--- config.mk ---
export PLATFORM = sky130hd
export DESIGN_NAME = scan_frame_capture
export DESIGN_NICKNAME = d
export VERILOG_FILES = /design/src/rtl/scan_frame_capture.sv
export SDC_FILE = /design/constraint.sdc
export NUM_CORES = 1
export LEC_CHECK = 0
export CAP_MARGIN = 25
export CORE_UTILIZATION = 46
export DETAILED_ROUTE_END_ITERATION = 10
export PLACE_DENSITY = 0.86
export SETUP_SLACK_MARGIN = 0.15
export SYNTH_ARGS = -nofsm -noshare
export SYNTH_HDL_FRONTEND = slang
export SYNTH_SLANG_ARGS = --single-unit
--- constraint.sdc ---
create_clock -name clk -period 1.7 [get_ports clk]
set_input_delay 0.425 -clock clk [delete_from_list [all_inputs] [get_ports clk]]
set_output_delay 0.425 -clock clk [all_outputs]
set_load 0.01 [all_outputs]
--- src/rtl/scan_frame_capture.sv ---
// Receive side of the multiplexed digit scan bus: rebuilds 4-digit frames from
// in-order select/digit strobes and offers them on a valid/ready output slot.
module scan_frame_capture #(
  parameter int DIGIT_W = 4
) (
  input  logic                 clk,
  input  logic                 reset_n,
  input  logic                 strobe_in,
  input  logic [1:0]           sel_in,
  input  logic [DIGIT_W-1:0]   digit_in,
  input  logic                 frame_ready,
  output logic [4*DIGIT_W-1:0] frame_out,
  output logic                 frame_valid,
  output logic                 seq_err,
  output logic [7:0]           drop_cnt
);

  typedef enum logic [0:0] {
    SYNC    = 1'b0,
    COLLECT = 1'b1
  } state_t;

  state_t               state_q, state_d;
  logic [1:0]           exp_q, exp_d;
  logic [4*DIGIT_W-1:0] shadow_q, shadow_d;
  logic [4*DIGIT_W-1:0] frame_q, frame_d;
  logic                 valid_q, valid_d;
  logic                 seq_err_q, seq_err_d;
  logic [7:0]           drop_q, drop_d;
  logic                 slot_free;

  // Slot is free if empty or being emptied by a transfer on this same edge.
  assign slot_free = ~valid_q | frame_ready;

  always_comb begin
    state_d   = state_q;
    exp_d     = exp_q;
    shadow_d  = shadow_q;
    frame_d   = frame_q;
    valid_d   = valid_q & ~frame_ready;
    seq_err_d = 1'b0;
    drop_d    = drop_q;

    if (strobe_in) begin
      unique case (state_q)
        SYNC: begin
          if (sel_in == 2'd0) begin
            shadow_d[0 +: DIGIT_W] = digit_in;
            exp_d                  = 2'd1;
            state_d                = COLLECT;
          end
        end
        COLLECT: begin
          if (sel_in == exp_q) begin
            shadow_d[sel_in*DIGIT_W +: DIGIT_W] = digit_in;
            exp_d = exp_q + 2'd1;
            if (sel_in == 2'd3) begin
              // Digit 3 comes straight from the bus so the frame lands on this edge.
              if (slot_free) begin
                frame_d = {digit_in, shadow_q[3*DIGIT_W-1:0]};
                valid_d = 1'b1;
              end else if (drop_q != 8'hFF) begin
                drop_d = drop_q + 8'd1;
              end
            end
          end else begin
            seq_err_d = 1'b1;
            if (sel_in == 2'd0) begin
              shadow_d[0 +: DIGIT_W] = digit_in;
              exp_d                  = 2'd1;
            end else begin
              exp_d   = 2'd0;
              state_d = SYNC;
            end
          end
        end
        default: begin
          state_d = SYNC;
          exp_d   = 2'd0;
        end
      endcase
    end
  end

  always_ff @(posedge clk or negedge reset_n) begin
    if (!reset_n) begin
      state_q   <= SYNC;
      exp_q     <= '0;
      shadow_q  <= '0;
      frame_q   <= '0;
      valid_q   <= 1'b0;
      seq_err_q <= 1'b0;
      drop_q    <= '0;
    end else begin
      state_q   <= state_d;
      exp_q     <= exp_d;
      shadow_q  <= shadow_d;
      frame_q   <= frame_d;
      valid_q   <= valid_d;
      seq_err_q <= seq_err_d;
      drop_q    <= drop_d;
    end
  end

  assign frame_out   = frame_q;
  assign frame_valid = valid_q;
  assign seq_err     = seq_err_q;
  assign drop_cnt    = drop_q;

endmodule

-- Word level (Yosys, flattened, before mapping)
Cells that the tools add are included.
- flip-flop bits (word level): 45
- latch bits: 0
- memory bits (writable): 0
- memory bits (read-only): 0
- input port bits: 10
- output and inout bits: 26
- memories: 0
- add/sub/neg operators: 3
- multiply operators: 0
- div/mod/pow operators: 0
- magnitude comparators: 0
- equality and inequality tests: 4
- shift-type cells: 2
- multiplexer cells: 19
- bitwise logic cells: 6
- reductions and logical operators: 5
- operator list (kind ; number):
    $neg A4 Y34 ; 1
    $shift A4 B34 Y16 const A ; 1
    $shiftx A4 B34 Y16 ; 1
    $bwmux W16 ; 1
    $mux W1 ; 11
    $add A8 B1 Y8 const B ; 1
    $mux W4 ; 2
    $ne A8 B8 Y1 const B ; 1
    $pmux W4 S2 ; 1
    $reduce_and A6 Y1 ; 1
    $reduce_and A5 Y1 ; 1
    $mux W2 ; 2
    $not A1 Y1 ; 4
    $pmux W2 S2 ; 1
    $reduce_and A3 Y1 ; 1
    $add A2 B1 Y2 const B ; 1
    $eq A2 B2 Y1 ; 1
    $eq A2 B2 Y1 const B ; 1
    $logic_not A2 Y1 ; 1
    $ne A2 B2 Y1 const B ; 1
    $pmux W1 S2 ; 1
    $reduce_and A2 Y1 ; 1
    $and A1 B1 Y1 ; 1
    $or A1 B1 Y1 ; 1

-- Depth between registers and ports, before layout
- word-level depth: 7
- mapped depth: 7
- depth with buffers taken out: 6

-- Worst setup path after synthesis
No wires, ideal clock.
- path type: in2reg
- from: input sel_in[1]
- to: register drop_q[1], in the netlist drop_cnt[1]
- library setup time: 0.128 ns
- arrival: 1.724 ns
- required time: 1.572 ns
- setup slack: -0.152 ns
- cell stages on the path: 5
- path buffers: 1
- path through: xor2_1 > or4_4 > buf_6 > nor2_2 > mux2_1
- word-level cells in the longest chain between the ends: 2
- elaborated cells between the ends (all ways): 3
- RTL lines (what ; RTL line ; text):
    from (decl) ; 9 ; input logic [1:0] sel_in,
    $eq A2 B2 Y1 (on tied branches) ; 54, 57 ;
    $reduce_and A6 Y1 (no source line) * ; n/a ;
    to (signal assigned) ; 101 ; drop_q <= drop_d;
    to (decl) ; 29 ; logic [7:0] drop_q, drop_d;
Mark *: on every way between the ends. The rest lies on a longest branch, timed or not.
A chain may end at the register's enable or synchronous reset.

-- Worst setup path in the final report
- from: register exp_q[0]
- to: register drop_q[1], in the netlist drop_cnt[1]
- word-level cells in the longest chain between the ends: 2
- RTL lines (what ; RTL line ; text):
    from (decl) ; 24 ; logic [1:0] exp_q, exp_d;
    from (signal assigned) ; 96 ; exp_q <= exp_d;
    $eq A2 B2 Y1 ; 54 ; if (sel_in == exp_q) begin
    $reduce_and A6 Y1 (no source line) ; n/a ;
No other way between the ends.

==> impl_metrics.sql <==
INSERT INTO impl_metrics (metric_group, metric, value, unit) VALUES
('timing', 'slew_violations', '0', ''),
('global_routing', 'met1_usage', '28.2', '%'),
('global_routing', 'initial_antenna_violation_count', '0', ''),
('clock_tree', 'cts-buffers-inserted', '5', ''),
('synth', 'post_synth.cell_area_avg', '11.6', 'um^2'),
('placement', 'place_hpwl', '2810', 'um'),
('setup_path', 'r2r_setup_slack', '-10', 'ps'),
('setup_path', 'critPathArrivalTime', '1890', 'ps'),
('synth', 'syn-instance-count', '162', ''),
('synth', 'predominant_post_synthesis_flop_cell', 'sky130_fd_sc_hd__dfrtp_1', ''),
('outcome', 'run_status', 'finished with violations', ''),
('route', 'route.detailed.drc', '0', ''),
('clock_tree', 'tritoncts', 'built', ''),
('clock_tree', 'clkSinkCount', '41', ''),
('finish', 'layout-drive-gt1-share', '37.6', '%'),
('die', 'floorplan.rows', '22', ''),
('global_routing', 'maximum_number_of_pins_on_one_net_before_global_route_repair', '42', ''),
('timing', 'layout_setup_ws', '-14.1', 'ps'),
('clock_tree', 'h-tree-depth', '2', ''),
('route', 'initialDrtViolationCount', '86', ''),
('timing', 'fin_skew', '3.63', 'ps'),
('timing', 'relSlewSlack', '66.8', '%'),
('synth', 'postSynthRegisterBits', '41', ''),
('synth', 'post_synth_xor_area_fraction', '4.65', '%'),
('die', 'io-pin-count', '36', ''),
('finish', 'layout.filler_cells', '272', ''),
('timing', 'grt_setup_unrepaired', 'yes', ''),
('global_routing', 'met3_usage', '4.48', '%'),
('finish', 'num_antenna_cells', '0', ''),
('synth', 'main_combinational_cell_family_by_area_after_synthesis', 'simple AND/OR/NAND/NOR gates', ''),
('setup_path', 'worstSetupPathType', 'reg -> reg', ''),
('placement', 'placed_cell_area', '2530', 'um^2'),
('global_routing', 'top_usage_layer', 'met2', ''),
('timing', 'max_freq', '583', 'MHz'),
('clock_tree', 'cts_max_path_buffers', '2', ''),
('global_routing', 'vias_in_the_first_global_route', '1552', ''),
('timing', 'setup_violations', '1', ''),
('route', 'routedWlPerCell', '14.9', 'um'),
('global_routing', 'groute.layer.met2.usage', '36.6', '%'),
('synth', 'portion_of_netlist_area_occupied_by_mux_cells', '10.2', '%'),
('finish', 'fin_area', '2760', 'um^2'),
('synth', 'async_flop_share', '100', '%'),
('timing', 'hold_viol_final', '0', ''),
('finish', 'finish.net_count', '250', ''),
('clock_tree', 'clock_insertion_delay_worst_skew', '290', 'ps'),
('synth', 'synth.yosys.warnings', '0', ''),
('route', 'route.detailed.vias_per_inst', '5.30', ''),
('global_routing', 'grt_pass1_wl', '7220', 'um'),
('route', 'postRouteAntennaNets', '0', ''),
('global_routing', 'globalRoute.totalOverflow', '0', ''),
('timing', 'layout_min_cycle_time', '1710', 'ps'),
('clock_tree', 'path_clk_slew', '70', 'ps'),
('placement', 'io_buffers', '35', ''),
('synth', 'post_synth_and_or_nand_nor_area_fraction', '16.1', '%'),
('power_and_ir_drop', 'power.density', '927', 'nW/um^2'),
('synth', 'post_synth_num_cell_types', '35', ''),
('timing', 'timing.final.crit_share', '101', '%'),
('synth', 'synth_edf_count', '0', ''),
('synth', 'synthTopCellsByArea', 'sky130_fd_sc_hd__dfrtp_1, sky130_fd_sc_hd__mux2_2, sky130_fd_sc_hd__nand2_1, sky130_fd_sc_hd__ha_1, sky130_fd_sc_hd__xor2_1', ''),
('die', 'floorplan.die_area', '4350', 'um^2'),
('placement', 'post-place-ws', '-737', 'ps'),
('setup_path', 'worst_setup_path_end_kind', 'flip-flop', ''),
('synth', 'synth_fa_ha_area_share', '3.99', '%'),
('outcome', 'failed_checks', 'negative setup slack', ''),
('synth', 'post-synth-top-area-cell', 'sky130_fd_sc_hd__dfrtp_1', ''),
('timing', 'max_slew.worst_pin.slew', '498', 'ps'),
('placement', 'placed_cells', '265', ''),
('clock_tree', 'clk_root_buffer_cell', 'sky130_fd_sc_hd__clkbuf_8', ''),
('setup_path', 'kind_of_start_point_of_the_critical_path', 'flip-flop', ''),
('placement', 'gpl.final_weighted_congestion', '0.872', ''),
('power_and_ir_drop', 'vdd_drop_max', '0.448', 'mV');
-- layout make-up --
cell class	instances	area [um^2]	share of cell area, %
Multi-Input combinational cell	112	938	34.1
Sequential cell	41	1030	37.4
Inverter	4	17.5	0.636
Tap cell	48	60.1	2.18
Clock inverter	2	35.0	1.27
Clock buffer	5	68.8	2.50
Timing Repair Buffer	70	606	22.0
-- power by group --
part	total [W]	switching, W	internal [W]
Sequential	0.00120	0.0000876	0.00111
Clock	0.000741	0.000315	0.000426
Combinational	0.000611	0.000279	0.000331
Total	0.00255	0.000682	0.00187
-- metal layers --
metal / part of all wire (%) / up-vias
met4: 2.6 / 0
met1: 44 / 735
met2: 50 / 36
met5: 0 / -
li1: - / 714
met3: 3.7 / 10
-- timing repair --
action                     CTS  global route
setup endpoints to repair   66            38
pin swaps                    7             7
hold buffers                 0             0
gates resized for setup     52            10
cloned                       1             0
setup buffers                9             0
-- Yosys cell counts (2+ instances only) --
cell and n:
sky130_fd_sc_hd__buf_2 2, sky130_fd_sc_hd__buf_6 2, sky130_fd_sc_hd__a21oi_1 3, sky130_fd_sc_hd__nor3b_1 2, sky130_fd_sc_hd__nor3_1 7, sky130_fd_sc_hd__a22o_1 3
sky130_fd_sc_hd__nand2_1 27, sky130_fd_sc_hd__inv_1 4, sky130_fd_sc_hd__xor2_1 8, sky130_fd_sc_hd__nor2_1 2, sky130_fd_sc_hd__mux2_2 16, sky130_fd_sc_hd__o21ai_0 11
sky130_fd_sc_hd__dfrtp_1 41, sky130_fd_sc_hd__nand3_1 5, sky130_fd_sc_hd__nand4_1 3, sky130_fd_sc_hd__ha_1 6, sky130_fd_sc_hd__xnor2_1 2
-- logic make-up (layout without fill, tap and decap cells) --
group | count (synthesis) | in the layout
adders and majority gates | 6 | 6
muxes | 17 | 17
AOI/OAI and AO/OA | 23 | 23
xor gates and xnor gates | 10 | 10
buffers and inverters | 9 | 81
and+or+nand+nor | 56 | 56
DFF | 41 | 41
-- placed cells by master (no fill, tap or decap), types with 4 or more instances in the layout --
cell,synthesis,routed
sky130_fd_sc_hd__buf_4,1,32
sky130_fd_sc_hd__clkdlybuf4s50_1,0,4
sky130_fd_sc_hd__nand2_1,27,27
sky130_fd_sc_hd__mux2_4,0,12
sky130_fd_sc_hd__dfrtp_1,41,38
sky130_fd_sc_hd__ha_1,6,4
sky130_fd_sc_hd__xor2_1,8,6
sky130_fd_sc_hd__mux2_2,16,5
sky130_fd_sc_hd__dlygate4sd2_1,0,28
sky130_fd_sc_hd__clkbuf_8,0,5
sky130_fd_sc_hd__o21ai_0,11,7
sky130_fd_sc_hd__nand3_1,5,4
-- state kept, by name, summed over array words and instances (netlist names) --
register,flops
drop_cnt,8
exp_q,2
frame_out,16
frame_valid,1
seq_err,1
shadow_q,12
state_q,1
-- path summary, 6_finish.rpt --
kind	startpoint	to	cells past startpoint
max	exp_q[0]	drop_cnt[1]	4
min reg2reg	shadow_q[4]	shadow_q[4]	2
min in group clk	shadow_q[4]	shadow_q[4]	2
max in group asynchronous	reset_n	drop_cnt[2]	2
max reg2reg	exp_q[0]	drop_cnt[1]	4
min	reset_n	seq_err	2
-- metrics by stage --
stage | setup TNS [ps] | hold slack (ps) | utilization [%] | power (W)
2_1_floorplan | -71.2 | 129 | - | 0.00151
3_3_place_gp | -21300 | 462 | 66.5 | 0.00183
3_5_place_dp | -22580 | 477 | 66.5 | 0.00186
4_1_cts | -170 | 198 | 72.1 | 0.00257
5_1_grt | -297 | 227 | 72.5 | 0.00269
6_report | -14.1 | 180 | 72.5 | 0.00255
-- worst max-delay path, cell delays in order (launching register included) --
cell and delay (ps):
sky130_fd_sc_hd__dfrtp_2 420, sky130_fd_sc_hd__xor2_2 180, sky130_fd_sc_hd__or4_4 570, sky130_fd_sc_hd__nor2_4 130
sky130_fd_sc_hd__mux2_4 300
Note: power is estimated with default switching activity, not from simulation.
